[config.mk]
export PLATFORM = sky130hd
export DESIGN_NAME = mm_timer_slave
export DESIGN_NICKNAME = d
export VERILOG_FILES = /design/src/rtl/timer_pkg.sv /design/src/rtl/timer_prescaler.sv /design/src/rtl/mm_timer_slave.sv
export SDC_FILE = /design/constraint.sdc
export NUM_CORES = 1
export LEC_CHECK = 0
export CAP_MARGIN = 20
export CORE_ASPECT_RATIO = 0.75
export CORE_MARGIN = 4
export CORE_UTILIZATION = 51
export CTS_BUF_LIST = sky130_fd_sc_hd__clkbuf_4 sky130_fd_sc_hd__clkbuf_8
export DETAILED_ROUTE_END_ITERATION = 12
export GPL_TIMING_DRIVEN = 0
export PLACE_DENSITY_LB_ADDON = 0.1
export SYNTH_ARGS = -nofsm -noshare
export SYNTH_HDL_FRONTEND = slang
export SYNTH_HIERARCHICAL = 1
export SYNTH_SLANG_ARGS = --single-unit
[constraint.sdc]
create_clock -name clk -period 2.5 [get_ports clk]
set_input_delay 0.5 -clock clk [delete_from_list [all_inputs] [get_ports clk]]
set_output_delay 0.5 -clock clk [all_outputs]
set_load 0.03 [all_outputs]
[src/rtl/timer_pkg.sv]
// Shared definitions for the memory-mapped timer: register offsets, CTRL/STATUS
// bit positions and reset constants.
package timer_pkg;

    // Byte offsets; the slave decodes only offset[4:2].
    localparam logic [4:0] OFF_CTRL     = 5'h00;
    localparam logic [4:0] OFF_PRESCALE = 5'h04;
    localparam logic [4:0] OFF_COMPARE  = 5'h08;
    localparam logic [4:0] OFF_COUNT    = 5'h0C;
    localparam logic [4:0] OFF_STATUS   = 5'h10;
    localparam logic [4:0] OFF_CAPTURE  = 5'h14;

    localparam int CTRL_ENABLE      = 0;
    localparam int CTRL_AUTO_RELOAD = 1;
    localparam int CTRL_IRQ_EN      = 2;
    localparam int CTRL_W           = 3;

    localparam int STATUS_MATCH   = 0;
    localparam int STATUS_CAPTURE = 1;

    localparam int PRESCALE_W = 16;

    localparam logic [31:0] COMPARE_RESET = 32'hFFFF_FFFF;

    function automatic logic [2:0] reg_index(input logic [4:0] offset);
        return offset[4:2];
    endfunction

endpackage

[src/rtl/timer_prescaler.sv]
// Prescaler for the timer: counts enabled cycles and emits one tick each time
// the count reaches limit, then wraps to zero.
module timer_prescaler (
    input  logic        clk,
    input  logic        rst,
    input  logic        en,
    input  logic        clr,
    input  logic [15:0] limit,
    output logic        tick
);

    logic [15:0] cnt_q;
    logic [15:0] cnt_d;

    always_comb begin
        tick  = en && (cnt_q == limit);
        cnt_d = cnt_q;
        if (clr || tick) begin
            cnt_d = '0;
        end else if (en) begin
            cnt_d = cnt_q + 16'd1;
        end
    end

    always_ff @(posedge clk or posedge rst) begin
        if (rst) begin
            cnt_q <= '0;
        end else begin
            cnt_q <= cnt_d;
        end
    end

endmodule

[src/rtl/mm_timer_slave.sv]
// Memory-mapped compare/auto-reload timer with prescaler and interrupt.
// Optional input-capture unit built only when TIMER_CAPTURE_EN is defined.
module mm_timer_slave
    import timer_pkg::*;
#(
    parameter int                    DATA_WIDTH  = 32,
    parameter logic [DATA_WIDTH-1:0] COUNT_RESET = '0
) (
    input  logic                  clk,
    input  logic                  rst,
    input  logic [DATA_WIDTH-1:0] wd,
    input  logic [31:0]           address,
    input  logic                  we,
    input  logic                  re,
    output logic [DATA_WIDTH-1:0] rd,
    output logic                  irq
`ifdef TIMER_CAPTURE_EN
    ,
    input  logic                  capture_in
`endif
);

    logic [CTRL_W-1:0]     ctrl_q,     ctrl_d;
    logic [PRESCALE_W-1:0] prescale_q, prescale_d;
    logic [DATA_WIDTH-1:0] compare_q,  compare_d;
    logic [DATA_WIDTH-1:0] count_q,    count_d;
    logic                  match_q,    match_d;

    logic [2:0] sel;
    logic       wr_ctrl, wr_prescale, wr_compare, wr_count, wr_status;
    logic       tick, hit, presc_clr;
    logic       cap_flag;
    logic [DATA_WIDTH-1:0] capture_rd;
    logic [DATA_WIDTH-1:0] rd_mux;

    logic unused_addr;
    assign unused_addr = &{1'b0, address[31:5], address[1:0]};

    assign sel         = address[4:2];
    assign wr_ctrl     = we && (sel == reg_index(OFF_CTRL));
    assign wr_prescale = we && (sel == reg_index(OFF_PRESCALE));
    assign wr_compare  = we && (sel == reg_index(OFF_COMPARE));
    assign wr_count    = we && (sel == reg_index(OFF_COUNT));
    assign wr_status   = we && (sel == reg_index(OFF_STATUS));

    // A rising enable restarts the prescale period so the first tick is a full period away.
    assign presc_clr = wr_ctrl && wd[CTRL_ENABLE] && !ctrl_q[CTRL_ENABLE];

    timer_prescaler u_prescaler (
        .clk   (clk),
        .rst   (rst),
        .en    (ctrl_q[CTRL_ENABLE]),
        .clr   (presc_clr),
        .limit (prescale_q),
        .tick  (tick)
    );

    assign hit = tick && (count_q == compare_q);

    always_comb begin
        ctrl_d     = ctrl_q;
        prescale_d = prescale_q;
        compare_d  = compare_q;
        count_d    = count_q;

        if (tick) begin
            if (!hit) begin
                count_d = count_q + DATA_WIDTH'(1);
            end else if (ctrl_q[CTRL_AUTO_RELOAD]) begin
                count_d = '0;
            end else begin
                ctrl_d[CTRL_ENABLE] = 1'b0;
            end
        end

        // Bus writes are applied last so they override same-cycle timer updates.
        if (wr_ctrl)     ctrl_d     = wd[CTRL_W-1:0];
        if (wr_prescale) prescale_d = wd[PRESCALE_W-1:0];
        if (wr_compare)  compare_d  = wd;
        if (wr_count)    count_d    = wd;

        match_d = (match_q && !(wr_status && wd[STATUS_MATCH])) || hit;
    end

    always_ff @(posedge clk or posedge rst) begin
        if (rst) begin
            ctrl_q     <= '0;
            prescale_q <= '0;
            compare_q  <= DATA_WIDTH'(COMPARE_RESET);
            count_q    <= COUNT_RESET;
            match_q    <= 1'b0;
        end else begin
            ctrl_q     <= ctrl_d;
            prescale_q <= prescale_d;
            compare_q  <= compare_d;
            count_q    <= count_d;
            match_q    <= match_d;
        end
    end

`ifdef TIMER_CAPTURE_EN
    // sync_q[1:0] is the two-flop synchronizer, sync_q[2] remembers the previous level.
    logic [2:0]            sync_q,     sync_d;
    logic [DATA_WIDTH-1:0] capture_q,  capture_d;
    logic                  cap_flag_q, cap_flag_d;
    logic                  cap_rise;

    always_comb begin
        sync_d     = {sync_q[1:0], capture_in};
        cap_rise   = sync_q[1] && !sync_q[2];
        capture_d  = cap_rise ? count_q : capture_q;
        cap_flag_d = (cap_flag_q && !(wr_status && wd[STATUS_CAPTURE])) || cap_rise;
    end

    always_ff @(posedge clk or posedge rst) begin
        if (rst) begin
            sync_q     <= '0;
            capture_q  <= '0;
            cap_flag_q <= 1'b0;
        end else begin
            sync_q     <= sync_d;
            capture_q  <= capture_d;
            cap_flag_q <= cap_flag_d;
        end
    end

    assign cap_flag   = cap_flag_q;
    assign capture_rd = capture_q;
`else
    assign cap_flag   = 1'b0;
    assign capture_rd = '0;
`endif

    always_comb begin
        rd_mux = '0;
        case (sel)
            reg_index(OFF_CTRL):     rd_mux = DATA_WIDTH'(ctrl_q);
            reg_index(OFF_PRESCALE): rd_mux = DATA_WIDTH'(prescale_q);
            reg_index(OFF_COMPARE):  rd_mux = compare_q;
            reg_index(OFF_COUNT):    rd_mux = count_q;
            reg_index(OFF_STATUS):   rd_mux = DATA_WIDTH'({cap_flag, match_q});
            reg_index(OFF_CAPTURE):  rd_mux = capture_rd;
            default:                 rd_mux = '0;
        endcase
        rd = re ? rd_mux : '0;
    end

    assign irq = match_q && ctrl_q[CTRL_IRQ_EN];

endmodule

# Word level (Yosys, flattened, before mapping)
# Index checks and enable logic that the tools add are counted.
# totals
reg_bits	100
latch_bits	0
ram_bits	0
rom_bits	0
input_bits	68
word_cells	52
memories	0
# op_classes
addsub	2
n_mul	0
n_div	0
order_cmp	0
eq_ne	8
n_shift	0
n_mux	12
bitwise	0
reduce_logical	23
# op_table
op	count
2-to-1 mux 32 bit	5
one-hot mux 32 bit (5 select lines)	1
adder 32 x 1 -> 32 bit, second input constant	1
== test 32 bit	1
2-to-1 mux 16 bit	2
adder 16 x 1 -> 16 bit, second input constant	1
== test 16 bit	1
logical AND 1 bit	12
nonzero test 2 bit	4
== test 3 x 2 -> 1 bit, second input constant	2
2-to-1 mux 1 bit	4
== test 3 x 1 -> 1 bit, second input constant	1
== test 3 bit, second input constant	1
logical NOT 3 bit	1
!= test 3 bit, second input constant	1
AND reduction 3 bit	1
logical NOT 1 bit	2
logical OR 1 bit	2
!= test 2 x 1 -> 1 bit, second input constant	1
AND reduction 2 bit	1

# Longest topological paths before layout
# Gate-level depths: netlist (run 1).
# logic_depth
depth_word	6
mapped_depth	11

# Modules after synthesis
# The synthesis (run 1) kept the hierarchy.
# by_module_without_submodules
mod	instances	cells_per_inst	area_per_inst_um2	seq_area_each_um2
mm_timer_slave	1	540	5449.0	2142.1
timer_prescaler	1	103	970.9	400.4

# Worst setup path after synthesis (run 1)
# OpenSTA, ideal clock, no wires.
# synth_path
kind	register to register
start	register u_prescaler.cnt_q[6]
end	register count_q[25]
setup_ns	0.076
t_arrival_ns	2.372
slack_ns	0.051
path_stages_with_launch	11
path_buffers	2
synth_period_minus_slack_ns	2.449
cell_sequence	dfrtp_1 -> xor2_1 -> nor4_2 -> nand4_1 -> nor4_1 -> clkbuf_1 -> inv_1 -> clkbuf_1 -> a2111oi_0 -> o22ai_1 -> o21ai_1
# synth_via
elab_chain_cells	6
word_cells_on_any_way	9
cone_classes	eq/ne: 2; mux: 3; reduce/logical: 4
# synth_rtl
item	line	rtl
start: declaration	timer_prescaler.sv:12	logic [15:0] cnt_q;
start signal: assignment	timer_prescaler.sv:29	cnt_q <= cnt_d;
== test 16 bit *	timer_prescaler.sv:16	tick = en && (cnt_q == limit);
logical AND 1 bit *	timer_prescaler.sv:16	
named net tick	mm_timer_slave.sv:31	logic tick, hit, presc_clr;
logical AND 1 bit	mm_timer_slave.sv:58	assign hit = tick && (count_q == compare_q);
2-to-1 mux 32 bit	mm_timer_slave.sv:67	if (!hit) begin
2-to-1 mux 32 bit	mm_timer_slave.sv:66	if (tick) begin
2-to-1 mux 32 bit	mm_timer_slave.sv:80	if (wr_count) count_d = wd;
end signal: assignment	mm_timer_slave.sv:96	count_q <= count_d;
end: declaration	mm_timer_slave.sv:26	logic [DATA_WIDTH-1:0] count_q, count_d;
# The timed path passes the listed nets; every way through them passes the cells marked *. The select of a mux whose other input is x is not followed.
# A chain may end at the register's enable or synchronous reset.

# Worst setup path in the final report (run 1)
# layout_path
start	register u_prescaler.cnt_q[6]
end	register count_q[11]
# The elaborated chain is that of the path after synthesis.

==> metrics.md, run 1 <==
| Metric | Value |
|---|---|
| Synthesized area | `6420 sq um` |
| Worst voltage drop across the vdd grid | `0.0003471 V` |
| Data required time at the worst endpoint | `between 2 and 3 ns` |
| Die footprint | `14470 sq um` |
| Starting utilization of the core area | `0.5217` |
| Async SR Flop Fraction | `1.000` |
| HPWL after DPL | `14.09 mm` |
| Routed Antenna Nets | `0` |
| Wirelength per Cell | `20.61 microns` |
| Wire length after detailed routing | `18.92 mm` |
| Sequential cell area fraction in the yosys report | `0.3960` |
| Dominant synthesized flop cell | `dfrtp_1` |
| Proportion of layout cells with a drive suffix above 1 | `0.3098` |
| Max-slew violation total from the final report | `0` |
| Synth-to-Final Area Change | `21.17%` |
| Portion of the clock cycle consumed by the worst path in the final layout | `0.9749` |
| CP Max Fanout | `10` |
| Register Area | `2546 sq um` |
| Relative slew margins | `0.5818` |
| Number of remaining DRC errors | `0` |
| Maximum frequency from static timing analysis | `0.4103 GHz` |
| P per Cell Area | `652.7 nW/um^2` |
| Area of the multi-input gates | `3627 sq um` |
| CTS sink cnt | `100` |
| Vias per cell | `6.002` |
| DR vias | `5510` |
| Maximum level of the CTS H-tree | `3` |
| Synthesis-stage register bit count | `100` |
| Max-Cap Viols | `0` |
| Initial antenna violation count | `0` |
| Drt initial violations | `625` |
| Total overflow reported by the global router | `0` |
| Startpoint type of the worst setup path | `flop` |
| Final hold slack | `0.5511 ns` |
| Number of global-route vias before repair | `between 5000 and 6000` |
| Hold-fix buffer count after cts | `0` |
| Fin util | `0.6321` |
| Final min period | `2.437 ns` |
| Clock root buffer | `clkbuf_8` |
| Run status | `finished, final reports clean` |
| Chip width | `137.6 microns` |
| Number of nets in the synthesized netlist | `713` |
| Clock buffers created by TritonCTS | `9` |
| Setup Viol. Count Final | `0` |
| Number of library cell types mapped by synthesis | `61` |
| Count of input and output buffers | `roughly 70` |
| Number of warnings issued by yosys | `6` |
| Row cnt | `35` |
| Vertical die dimension | `roughly 110 microns` |
| Mean post-synth cell area | `~10 sq um` |
| Endpoint arrival time on the critical path | `2.70 ns` |
| Leading cell types in the layout, fill and taps excluded | `nor2_1, mux2_2, dfrtp_1` |
| Post-Syn Instances | `643` |
| Number of top-level pins | `101` |
| Fill count | `1014` |
| First-pass GRT wire length | `a little under 30 mm` |
| Final weighted congestion in routability-driven placement | `between 0.9 and 1` |
| Setup Crit Path Kind | `reg -> reg` |
| Clk Latency, worst-skew pair | `0.38 ns` |
| Maximum number of pins on one net before global-route repair | `33` |
| Static leakage | `0.003195 uW` |
| Path class of the lowest-slack min-delay path | `in -> async` |
| Max Clock Skew | `0.009580 ns` |
| Final hold vios | `0` |
| # nets final | `817` |
| CORE AREA | `12310 sq um` |
| Most common library cell in the layout ignoring fill and taps | `nor2_1` |
| Clock tree from TritonCTS | `done` |
| Critical Path End Type | `flop` |
| Antenna fix cells | `0` |
| Tot GR Track Use | `0.2682` |
| Clock tree buffer depth | `2` |
| Transition time at the pin with the least slew margin | `0.6266 ns` |
| Number of iterations in the first detailed-routing pass | `5` |
| Clock Pin Slew Worst Setup and Hold Paths | `0.10 ns` |
| Number of enable flip-flop cells after synthesis | `0` |
worst max-delay path, stage by stage (launching register included):
cell and delay (ns):
dfrtp_2 0.47, xor2_1 0.19, nor4_2 0.31, nand4_1 0.14, nor4_1 0.19, buf_4 0.19, inv_1 0.14, buf_6 0.20
o31ai_4 0.21, buf_12 0.16, o221ai_1 0.12
cells by family (layout without fill, tap and decap cells):
kind of cell | count (synthesis) | count (layout) | synth area share
and+or+nand+nor | 224 | 224 | 0.1906
AOI/OAI and AO/OA | 105 | 105 | 0.1197
DFF | 100 | 100 | 0.3960
muxes | 88 | 88 | 0.1544
xor gates and xnor gates | 66 | 66 | 0.09004
buffers and inverters | 58 | 167 | 0.04541
adders and majority gates | 2 | 2 | 0.003897
metrics by stage:
stage | area, sq um | cells | TNS [ns] | power, uW | setup WS (ns)
2_1_floorplan | 6424 | 643 | 0 | 3421 | 0.05137
3_3_place_gp | 7342 | 880 | -62.00 | 3874 | -1.180
3_5_place_dp | 7382 | 882 | -64.34 | 3940 | -1.184
4_1_cts | 7725 | 908 | -0.05191 | 5059 | -0.02696
5_1_grt | 7779 | 918 | -0.006410 | 5348 | -0.003269
6_report | 7779 | 918 | 0 | 5077 | 0.06271
state kept, by name, indices dropped and copies added, names as in the netlist:
register           count
match_q                1
count_q               32
u_prescaler/cnt_q     16
prescale_q            16
compare_q             32
ctrl_q                 3
layer usage:
metal,track usage,vias to the layer above,wire length [microns],share of wire
met1,0.4057,2702,8708,0.46
met3,0.06641,31,1606,0.085
met2,0.3778,258,8322,0.44
met4,0.07621,0,282,0.015
li1,-,2519,-,-
met5,0,-,0,0
cells in the mapped netlist, types with 10 or more instances:
library cell / n / area, sq um
clkbuf_1: 20 / 75.07
buf_2: 14 / 70.07
dfstp_2: 32 / 840.8
and2_1: 11 / 68.82
mux2_2: 65 / 732.0
a22oi_1: 26 / 195.2
xnor2_1: 22 / 192.7
nand4_1: 22 / 137.6
nand2_1: 37 / 138.9
o21ai_0: 11 / 55.05
xor2_1: 44 / 385.4
nand3_1: 19 / 95.09
inv_1: 12 / 45.04
dfrtp_1: 68 / 1702
nor2_1: 84 / 315.3
a21oi_1: 17 / 85.08
mux2i_1: 18 / 180.2
and3_1: 10 / 62.56
where the power goes:
group          internal (uW)  leakage, uW  total [uW]  switching (uW)
registers               2030      0.00112        2410             379
clock network            520     0.000106        1110             593
logic                    731      0.00197        1560             825
final cells by class:
type,count,area share
Sequential cell,100,0.3273
Timing Repair Buffer,94,0.1054
Buffer,45,0.04086
Multi-Input combinational cell,485,0.4663
Tap cell,166,0.02670
Clock buffer,11,0.01946
Inverter,12,0.006273
Clock inverter,5,0.007721
final timing paths:
path                                                       start                        end  slack, ns  depth (start not counted)
worst max-delay path            u_prescaler/cnt_q[6]$_DFFE_PP0P_    count_q[11]$_DFFE_PP0P_       0.06                         10
worst min-delay path                                         rst  prescale_q[0]$_DFFE_PP0P_       0.55                          2
worst max register to register  u_prescaler/cnt_q[6]$_DFFE_PP0P_    count_q[11]$_DFFE_PP0P_       0.06                         10
worst min register to register             ctrl_q[2]$_DFFE_PP0P_      ctrl_q[2]$_DFFE_PP0P_       0.55                          1
max in group asynchronous                                    rst  compare_q[17]$_DFFE_PP1P_       1.10                          4
min in group clk                           ctrl_q[2]$_DFFE_PP0P_      ctrl_q[2]$_DFFE_PP0P_       0.55                          1
what timing repair did:
item,CTS,global route
setup buffers,9,11
gates resized for setup,142,38
gates cloned,1,0
endpoints found under the setup margin,66,74
pin swaps,4,6
Power figures use the tool's default switching activity.
==> inputs of run 2 (changes only) <==
--- a/config.mk
+++ b/config.mk
@@ -12,7 +12,7 @@
 export CTS_BUF_LIST = sky130_fd_sc_hd__clkbuf_4 sky130_fd_sc_hd__clkbuf_8
 export DETAILED_ROUTE_END_ITERATION = 12
 export GPL_TIMING_DRIVEN = 0
-export PLACE_DENSITY_LB_ADDON = 0.1
+export PLACE_DENSITY_LB_ADDON = 0.12
 export SYNTH_ARGS = -nofsm -noshare
 export SYNTH_HDL_FRONTEND = slang
 export SYNTH_HIERARCHICAL = 1
==> run 2 against run 1 <==
  * Register-to-register slack lost 0.02 ns
  * Combinational power grew 3%
  * Largest power group unchanged
  * Cell count shrank 0.22%
  * Critical endpoint is now count_q[1]$_DFFE_PP0P_
  * Non-clock buffer count shrank 2
  * Clock skew grew 0.0012 ns
==> metrics.md, run 2 (same netlist as run 1, synthesis figures left out) <==
| Metric | Value |
|---|---|
| Run status | `finished, final reports clean (unchanged)` |
| Initial antenna violation count | `0 (unchanged)` |
| Number of instances in the placed design | `882 (unchanged)` |
| Finished Layout Cells | `916 (was 918)` |
| Proportion of layout cells with a drive suffix above 1 | `0.3133 (was 0.3098)` |
| Reg2Reg Capture Point | `count_q[1]$_DFFE_PP0P_ (was count_q[11]$_DFFE_PP0P_)` |
| Number of remaining DRC errors | `0 (unchanged)` |
| Switching share of power | `0.3548 (was 0.3540)` |
| Portion of the clock cycle consumed by the worst path in the final layout | `0.9816 (was 0.9749)` |
| Clock tree from TritonCTS | `done (unchanged)` |
| Number of top-level pins | `101 (unchanged)` |
| Critical Path End Type | `flop (unchanged)` |
| CORE AREA | `12310 sq um (unchanged)` |
| Drt initial violations | `606 (was 625)` |
| Number of global-route vias before repair | `5228 (was 5389)` |
| Chip width | `137.6 microns (unchanged)` |
| Max-Cap Viols | `0 (unchanged)` |
| Startpoint type of the worst setup path | `flop (unchanged)` |
| Peak per-stage delay on the critical path | `0.48 ns (was 0.47 ns)` |
| Number of iterations in the first detailed-routing pass | `5 (unchanged)` |
| Hold-fix buffer count after cts | `0 (unchanged)` |
| Setup repair after global routing missed its margin | `true` |
| Cells along the critical path | `xor2_1, nor4_2, and4_1, buf_4, nand2_8, buf_2, a32oi_1, a21oi_1 (was xor2_1, nor4_2, nand4_1, nor4_1, buf_4, inv_1, buf_6, o31ai_4, buf_12, o221ai_1)` |
| P per Cell Area | `653.0 nW/um^2 (was 652.7 nW/um^2)` |
| Max Clock Skew | `0.01078 ns (was 0.009580 ns)` |
| Share of power burned in combinational logic | `0.313 (was 0.307)` |
| Worst voltage drop across the vdd grid | `0.0003648 V (was 0.0003471 V)` |
| Clock tree buffer depth | `2 (unchanged)` |
| Final min period | `2.454 ns (was 2.437 ns)` |
| Register Area | `2546 sq um (unchanged)` |
| Final hold vios | `0 (unchanged)` |
| Area of the multi-input gates | `3664 sq um (was 3627 sq um)` |
| DR vias | `5491 (was 5510)` |
| Maximum number of pins on one net before global-route repair | `43 (was 33)` |
| Vertical die dimension | `105.2 microns (unchanged)` |
| Kind of cell with the highest combined delay on the critical path | `simple AND/OR/NAND/NOR gates (was buffers and inverters)` |
| Wire length after detailed routing | `18.96 mm (was 18.92 mm)` |
| Clock buffers created by TritonCTS | `9 (unchanged)` |
| Routed Antenna Nets | `0 (unchanged)` |
| Most common library cell in the layout ignoring fill and taps | `nor2_1 (unchanged)` |
| Max-slew violation total from the final report | `0 (unchanged)` |
| Number of buffer and inverter instances along the worst setup path | `2 (was 4)` |
| # nets final | `815 (was 817)` |
| Setup Crit Path Kind | `reg -> reg (unchanged)` |
| CP Max Fanout | `10 (unchanged)` |
| Maximum level of the CTS H-tree | `3 (unchanged)` |
| Post-route worst setup slack | `0.04599 ns (was 0.06271 ns)` |
| Sum Neg Setup Slack | `0 ns (unchanged)` |
| Cell Int Power | `3293 uW (was 3280 uW)` |
| CP startpoint | `count_q[18]$_DFFE_PP0P_ (was u_prescaler/cnt_q[6]$_DFFE_PP0P_)` |
| Net switching component of the power | `1811 uW (was 1797 uW)` |
| CTS sink cnt | `100 (unchanged)` |
| First-pass GRT wire length | `29.39 mm (was 29.73 mm)` |
| Starting utilization of the core area | `0.5217 (unchanged)` |
| Relative slew margins | `0.5563 (was 0.5818)` |
| Number of cells on the worst reg-to-reg path | `8 (was 10)` |
| Synth-to-Final Area Change | `21.77% (was 21.17%)` |
| Clk Latency, worst-skew pair | `0.38 ns (about the same)` |
| Setup slack of the worst register-to-register path | `0.05 ns (was 0.06 ns)` |
| Final weighted congestion in routability-driven placement | `0.9492 (was 0.9656)` |
| Count of input and output buffers | `71 (unchanged)` |
| Clock Pin Slew Worst Setup and Hold Paths | `0.10 ns (about the same)` |
| Antenna fix cells | `0 (unchanged)` |
| Wirelength per Cell | `20.70 microns (was 20.61 microns)` |
| Setup Viol. Count Final | `0 (unchanged)` |
| Total overflow reported by the global router | `0 (unchanged)` |
| Regs by FF count | `compare_q (32), count_q (32) (unchanged)` |
| Row cnt | `35 (unchanged)` |
| Fill count | `997 (was 1014)` |
| Tot GR Track Use | `0.2644 (was 0.2682)` |
| Die footprint | `14470 sq um (unchanged)` |
| Clock root buffer | `clkbuf_8 (unchanged)` |
| Leading cell types in the layout, fill and taps excluded | `nor2_1, mux2_2, dfrtp_1 (unchanged)` |
| Data required time at the worst endpoint | `2.72 ns (was 2.76 ns)` |
| Static leakage | `0.003205 uW (was 0.003195 uW)` |
| Path class of the lowest-slack min-delay path | `in -> async (unchanged)` |
| Origin of the critical flop-to-flop path | `count_q[18]$_DFFE_PP0P_ (was u_prescaler/cnt_q[6]$_DFFE_PP0P_)` |
| Worst setup slack before clock tree synthesis | `-1.214 ns (was -1.184 ns)` |
| HPWL after DPL | `13.96 mm (was 14.09 mm)` |
| Transition time at the pin with the least slew margin | `0.6655 ns (was 0.6266 ns)` |
| Maximum frequency from static timing analysis | `0.4075 GHz (was 0.4103 GHz)` |
| Power share of the sequential group | `0.472 (was 0.474)` |
| Clock Power Share | `0.215 (was 0.219)` |
| Slowest stage cell, crit path | `nor4_2 (was dfrtp_2)` |
| Vias per cell | `5.995 (was 6.002)` |
| Endpoint arrival time on the critical path | `2.68 ns (was 2.70 ns)` |
[run 2: cell count changes in the layout (fill, tap and decap cells not counted), sizes merged]
cell and change:
buf -3, clkbuf +2, clkinv -2, clkinvlp +1
[run 2: routing by layer]
metal,share of wire,vias to the layer above,wire (microns),GRT usage
met3,0.078,16,1473,0.05342
met1,0.48,2732,9080,0.4137
met4,0.0087,0,165,0.04986
met2,0.43,226,8238,0.3778
met5,0,-,0,0
li1,-,2517,-,-
[run 2: layout make-up]
| cell class | count | share of cell area |
|---|---|---|
| clock buffers | 12 | 0.01953 |
| well taps | 166 | 0.02657 |
| repair buffers | 92 | 0.1031 |
| multi-input cells | 485 | 0.4686 |
| plain buffers | 45 | 0.04385 |
| flip-flops and latches | 100 | 0.3257 |
| clock inverters | 4 | 0.006402 |
| inverters | 12 | 0.006242 |
[run 2: worst max path at each step]
stage | to | slack, ns | cells past startpoint
finish | count_q[1]$_DFFE_PP0P_ | 0.05 | 8
global placement | rd[25] | -1.19 | 6
floorplan | count_q[25]$_DFFE_PP0P_ | 0.05 | 10
detailed placement | rd[24] | -1.21 | 6
global route | count_q[15]$_DFFE_PP0P_ | -0.06 | 10
CTS | compare_q[25]$_DFFE_PP1P_ | -0.008 | 6
[run 2: repair_timing]
action                                  in CTS  in global routing
gates cloned                                 2                  0
endpoints found under the setup margin      66                 78
setup buffers                               10                  7
pin swaps                                    4                  3
resized for setup                          152                 43
endpoints found under the hold margin        0                  0
[run 2: power groups by stage]
stage	clock network, uW	registers (uW)	logic [uW]
floorplan	0	2320	1100
global placement	0	2400	1470
detailed placement	0	2430	1510
CTS	1110	2400	1540
global route	1170	2460	1730
finish	1100	2410	1600
[run 2: per-stage QoR]
step	utilization	total power, uW	hold slack, ns	cell area, sq um
3_3_place_gp	0.5966	3873	0.5185	7342
2_1_floorplan	-	3421	0.4137	6424
3_5_place_dp	0.5999	3941	0.5506	7382
4_1_cts	0.6309	5057	0.5350	7764
6_report	0.6353	5105	0.5249	7818
5_1_grt	0.6353	5367	0.5537	7818
